==> config.mk <==
export PLATFORM = sky130hd
export DESIGN_NAME = sr_flag_file
export DESIGN_NICKNAME = d
export VERILOG_FILES = /design/src/rtl/sr_flag_file.sv
export SDC_FILE = /design/constraint.sdc
export NUM_CORES = 1
export LEC_CHECK = 0
export CAP_MARGIN = 20
export CORE_MARGIN = 3
export CORE_UTILIZATION = 59
export DETAILED_ROUTE_END_ITERATION = 8
export PLACE_DENSITY = 0.85
export SLEW_MARGIN = 25
export SYNTH_ARGS = -nofsm -noshare
export SYNTH_HDL_FRONTEND = slang
export SYNTH_SLANG_ARGS = --single-unit
==> constraint.sdc <==
create_clock -name clk -period 3.2 [get_ports clk]
set_input_delay 0.32 -clock clk [delete_from_list [all_inputs] [get_ports clk]]
set_output_delay 0.32 -clock clk [all_outputs]
set_load 0.005 [all_outputs]
==> src/rtl/sr_flag_file.sv <==
// Bank of DEPTH x WIDTH synchronous SR flags with masked set/reset, edge pulses and conflict flag.
// Optional saturating conflict counter enabled by defining SR_FLAG_CONFLICT_COUNT_EN.
module sr_flag_file #(
   parameter int unsigned WIDTH        = 8,
   parameter int unsigned DEPTH        = 8,
   parameter bit          SET_DOMINANT = 1'b1,
   parameter int unsigned AW           = $clog2(DEPTH)
) (
   input  logic             clk,
   input  logic             reset,
   input  logic             write,
   input  logic [AW-1:0]    waddr,
   input  logic [WIDTH-1:0] setmask,
   input  logic [WIDTH-1:0] rstmask,
   input  logic [AW-1:0]    raddr,
   output logic [WIDTH-1:0] rdata,
   output logic [WIDTH-1:0] rise,
   output logic [WIDTH-1:0] fall,
   output logic             conflict,
   output logic [DEPTH-1:0] anyset
`ifdef SR_FLAG_CONFLICT_COUNT_EN
   ,
   output logic [7:0]       conflict_cnt
`endif
);

   logic [WIDTH-1:0] flags_q [DEPTH];
   logic [WIDTH-1:0] old_w;
   logic [WIDTH-1:0] new_w;
   logic [WIDTH-1:0] rise_q;
   logic [WIDTH-1:0] fall_q;
   logic             conflict_q;
   logic             conflict_w;

   always_comb begin
      old_w      = flags_q[waddr];
      conflict_w = |(setmask & rstmask);
      // Overlapping bits take the dominant operation's value.
      if (SET_DOMINANT) begin
         new_w = (old_w & ~rstmask) | setmask;
      end else begin
         new_w = (old_w | setmask) & ~rstmask;
      end
   end

   always_ff @(posedge clk) begin
      if (reset) begin
         for (int i = 0; i < int'(DEPTH); i++) begin
            flags_q[i] <= '0;
         end
         rise_q     <= '0;
         fall_q     <= '0;
         conflict_q <= 1'b0;
      end else if (write) begin
         flags_q[waddr] <= new_w;
         rise_q         <= new_w & ~old_w;
         fall_q         <= old_w & ~new_w;
         conflict_q     <= conflict_w;
      end else begin
         rise_q     <= '0;
         fall_q     <= '0;
         conflict_q <= 1'b0;
      end
   end

`ifdef SR_FLAG_CONFLICT_COUNT_EN
   logic [7:0] cnt_q;

   always_ff @(posedge clk) begin
      if (reset) begin
         cnt_q <= 8'd0;
      end else if (write && conflict_w && (cnt_q != 8'd255)) begin
         cnt_q <= cnt_q + 8'd1;
      end
   end

   assign conflict_cnt = cnt_q;
`endif

   always_comb begin
      anyset = '0;
      for (int i = 0; i < int'(DEPTH); i++) begin
         anyset[i] = |flags_q[i];
      end
   end

   assign rdata    = flags_q[raddr];
   assign rise     = rise_q;
   assign fall     = fall_q;
   assign conflict = conflict_q;

endmodule
---- After elaboration in Yosys (flattened, before gate mapping) ----
Memories as Yosys holds them, arrays and structs flattened.
Cells that the tools add are included.
word-level totals
  register bits ........................... 17
  memory bits (writable) .................. 64
  bits of input ports ..................... 25
  memories ................................ 1
cells by class
  muxes and demuxes ....................... 8
  bitwise operators ....................... 9
  reduce and logical (&&, ||, !) cells .... 11
memories
  name     words  width  rd ports  clocked after Yosys merged registers in  write ports  RTL line  text
  flags_q  8      8      10        0                                        8            27        logic [WIDTH-1:0] flags_q [DEPTH];
operators with widths
  kind                number
  OR reduction 8 bit  10
  bitwise AND 8 bit   4
  inverter 8 bit      3
  two-way mux 8 bit   1
  bitwise OR 8 bit    1
  two-way mux 1 bit   6
  two-way mux 3 bit   1
  OR reduction 2 bit  1
  inverter 1 bit      1

---- Longest topological paths before layout ----
  depth after elaboration ................. 5
  depth in mapped cells ................... 7
  gate-level depth less buffers ........... 4

---- Least setup slack after synthesis ----
No wires, ideal clock.
  kind .................................... input -> output
  start ................................... in raddr[0]
  end ..................................... out rdata[0]
  arrival time ............................ 1,634 ps
  path slack .............................. 1,246 ps
  cell stages on the path ................. 4
  buffers on the path ..................... 2
  path through ............................ buf_2 > buf_2 > mux4_2 > mux2_2
between the ends
  cells in the longest elaborated chain, start to end .. 1
RTL lines
  element                  RTL line  text
  start, declared          15        input logic [AW-1:0] raddr,
  memory read (8 x 8 bit)  n/a
  end, declared            16        output logic [WIDTH-1:0] rdata,
Every way passes these cells.

---- Worst setup path in the final report ----
  start ................................... in raddr[1]
  end ..................................... out rdata[5]
The elaborated chain is that of the path after synthesis.

==> results_dict.tcl <==
set metrics [dict create \
    fin_worst_skew_ns 0.005281 \
    latest_clock_arrival_within_the_worst_skew_pair_ns 0.36 \
    wl_per_cell_um 23.98 \
    antenna_left 0 \
    min_period_ns 2.726 \
    synth_fp_nets 335 \
    area_added_between_synthesis_and_finish_pct 16.79 \
    vias_per_cell 6.481 \
    critical_path.n_buffers_inverters 2 \
    timing.setup.critical_path_class "in -> out" \
    groute.layer.met1.usage_pct 34.98 \
    critical_path.most_common_cell "sky130_fd_sc_hd__clkdlybuf4s50_1" \
    final_layout_size_suffix_gt1_share_pct 19.02 \
    grt.total_usage_pct 28.17 \
    initial_core_util_pct 61.62 \
    crit_chain "clkdlybuf4s50_1 -> mux4_2 -> mux2_2 -> clkdlybuf4s50_1" \
    fin_nets 388 \
    fin_crit_sh_pct 85.18 \
    cts_htree_levels 3 \
    ys_seq_elements 81 \
    gr-max-usage-layer "met2" \
    most-common-layout-cells "sky130_fd_sc_hd__edfxtp_1, sky130_fd_sc_hd__nor2_1, sky130_fd_sc_hd__clkdlybuf4s50_1" \
    drcViolationCount 0 \
    grt_setup_unrepaired "false" \
    grt_antenna_before_repair 0 \
    power_mw 2.255 \
    io-pin-count 58 \
    postSynthAreaPerCell_um2 13.65 \
    number_of_global_route_vias_before_repair 2911 \
    numPortBuffers 57 \
    yosys.cell_types.count 33 \
    global_route.overflow_total 0 \
    antenna_cells 0 \
    report.final.setup_viol 0 \
    fillerInstances 477 \
    timing.critical_path.slowest_cell_delay_ns 0.92 \
    timing.hold.worst.class "in -> reg" \
    design.die.area_mm2 0.008226 \
    worst_path_max_delay_cell "sky130_fd_sc_hd__clkdlybuf4s50_1" \
    slew_violations 0 \
    tritoncts_clock_tree "done" \
    grt.met2_usage_pct 45.09 \
    final.setup.tns_ns 0 \
    final_util_pct 71.97 \
    die_w_um 90.70 \
    die_y_um 90.70 \
    final_common_cell "sky130_fd_sc_hd__edfxtp_1" \
    critical_path_peak_fanout 16 \
    core_mm2 0.006869 \
    grt_first_pass_wirelength_mm 16.91 \
    ctsRootBufferMaster "sky130_fd_sc_hd__clkbuf_8" \
    postCtsSetupBuffers 0 \
    cts-buffers-inserted 9 \
    detailroute.via_count 3007 \
    postSynthCellCount 310 \
    worstPathRequired_ns 2.88 \
    run_status "complete, no violations" \
    ys_seq_area_share_pct 53.44 \
    largest_net_degree_at_the_start_of_global_routing 34 \
    cts.reportedPaths.clkPinSlew_ns 0.08 \
    initialDrtViolationCount 467 \
    synth.yosys.warnings 0 \
    drt-total-wl_mm 11.13 \
    gp_routability_congestion 0.9978 \
    finalHoldWorstSlack_ns 0.5086 \
    cts.path.max_buffers 2 \
    fmax_ghz 0.3669 \
    timing.critical_path.arrival_ns 2.41 \
    clock_sinks 81 \
    leakagePower_nw 1.835 \
    critPathCaptureType "output port" \
    first_pass_iters 5 \
    holdPathStages 3 \
    p_per_area_mw_per_mm2 456.1 \
    gr-usage-met3_pct 8.083 \
    post_cts_hold_buffer_count 0 \
    post_synth_instance_area_mm2 0.004233 \
    max-slew-margin-rel_pct 53.38 \
    drv.max_cap_violation_count 0 \
    report.final.hold_viol_count 0 \
    vdd_drop_max_v 0.0003632 \
    floorplan.rows 30 \
    worst_slew_pin_slew_ns 0.6972 \
    worst_r2r_path_depth 4 \
    cp-start-kind "input port" \
    cts_resized 0 \
    sum_of_net_half_perimeters_after_detailed_placement_mm 8.319 \
    worst-path-stages 4 \
    critical_path_s_top_delay_family "buffers and inverters" \
]
==> synth_stat cells <==
| library cell | number | share of area, % |
|---|---|---|
| sky130_fd_sc_hd__a21oi_1 | 8 | 0.95 |
| sky130_fd_sc_hd__a22oi_1 | 4 | 0.71 |
| sky130_fd_sc_hd__a41oi_1 | 1 | 0.21 |
| sky130_fd_sc_hd__and2b_2 | 1 | 0.21 |
| sky130_fd_sc_hd__and3_1 | 1 | 0.15 |
| sky130_fd_sc_hd__and3_2 | 6 | 1.1 |
| sky130_fd_sc_hd__buf_1 | 1 | 0.089 |
| sky130_fd_sc_hd__buf_12 | 3 | 1.4 |
| sky130_fd_sc_hd__buf_2 | 2 | 0.24 |
| sky130_fd_sc_hd__buf_6 | 9 | 2.4 |
| sky130_fd_sc_hd__clkbuf_1 | 3 | 0.27 |
| sky130_fd_sc_hd__clkbuf_8 | 2 | 0.65 |
| sky130_fd_sc_hd__clkinv_1 | 1 | 0.089 |
| sky130_fd_sc_hd__dfxtp_1 | 17 | 8.0 |
| sky130_fd_sc_hd__edfxtp_1 | 64 | 45 |
| sky130_fd_sc_hd__inv_1 | 1 | 0.089 |
| sky130_fd_sc_hd__inv_2 | 1 | 0.089 |
| sky130_fd_sc_hd__mux2_2 | 9 | 2.4 |
| sky130_fd_sc_hd__mux2i_1 | 31 | 7.3 |
| sky130_fd_sc_hd__mux4_2 | 23 | 12 |
| sky130_fd_sc_hd__nand2_1 | 9 | 0.80 |
| sky130_fd_sc_hd__nand2_2 | 2 | 0.30 |
| sky130_fd_sc_hd__nand2b_1 | 11 | 1.6 |
| sky130_fd_sc_hd__nand3_2 | 4 | 0.95 |
| sky130_fd_sc_hd__nand4_2 | 2 | 0.59 |
| sky130_fd_sc_hd__nor2_1 | 59 | 5.2 |
| sky130_fd_sc_hd__nor4_1 | 17 | 2.5 |
| sky130_fd_sc_hd__nor4b_1 | 7 | 1.4 |
| sky130_fd_sc_hd__o2111a_1 | 1 | 0.27 |
| sky130_fd_sc_hd__o21ba_1 | 7 | 1.7 |
| sky130_fd_sc_hd__o21bai_2 | 1 | 0.27 |
| sky130_fd_sc_hd__o22ai_1 | 1 | 0.15 |
| sky130_fd_sc_hd__o2bb2ai_1 | 1 | 0.21 |
==> metal layers <==
metal | part of all wire (%) | routed length, µm
met5 | 0 | 0
met4 | 4.9 | 550
met3 | 11 | 1266
met2 | 47 | 5269
met1 | 36 | 4041
==> metrics by stage <==
step / setup slack, ns / cells / instance area [µm²]
final: 0.4741 / 464 / 4943
after global routing: 0.4319 / 464 / 4943
after CTS: 0.4882 / 464 / 4943
after detailed placement: 0.4882 / 448 / 4755
after global placement: 0.5619 / 448 / 4755
after floorplan: 1.246 / 310 / 4233
==> sequential cells by signal (all words and copies together), names as in the netlist <==
name / cells
flags_q: 64
rise: 8
fall: 8
conflict: 1
==> final timing paths <==
check | to | from | slack [ns]
setup / recovery | rdata[5] | raddr[1] | 0.47
hold / removal | flags_q[1][2] | waddr[0] | 0.51
setup reg to reg | flags_q[7][6] | flags_q[1][6] | 1.35
hold reg to reg | rise[2] | flags_q[4][2] | 0.87
==> worst register-to-register path: stages, from the launching register on <==
cell and delay [ns]:
sky130_fd_sc_hd__edfxtp_1 0.47, sky130_fd_sc_hd__mux2i_1 0.21, sky130_fd_sc_hd__mux4_2 0.32, sky130_fd_sc_hd__o21ba_1 0.49, sky130_fd_sc_hd__nor2_1 0.09
==> final cells by class <==
type                            count  area [µm²]  area share, %
Timing Repair Buffer               62       615.6          12.45
Tap cell                           96       120.1          2.430
Sequential cell                    81        2262          45.76
Inverter                            3       11.26         0.2278
Clock inverter                      4       22.52         0.4556
Clock buffer                       12       166.4          3.366
Multi-Input combinational cell    206        1745          35.31
==> logic make-up after synthesis <==
| logic type | share of synthesized area (%) |
|---|---|
| compound gates | 4.405 |
| buf+inv | 5.321 |
| flops | 53.44 |
| mux | 21.96 |
| simple gates | 14.87 |
==> report_power, final <==
part / switching (mW) / internal [mW]
sequential: 0.0477 / 1.18
combinational: 0.156 / 0.163
clock: 0.360 / 0.349
Power figures use the tool's default switching activity.
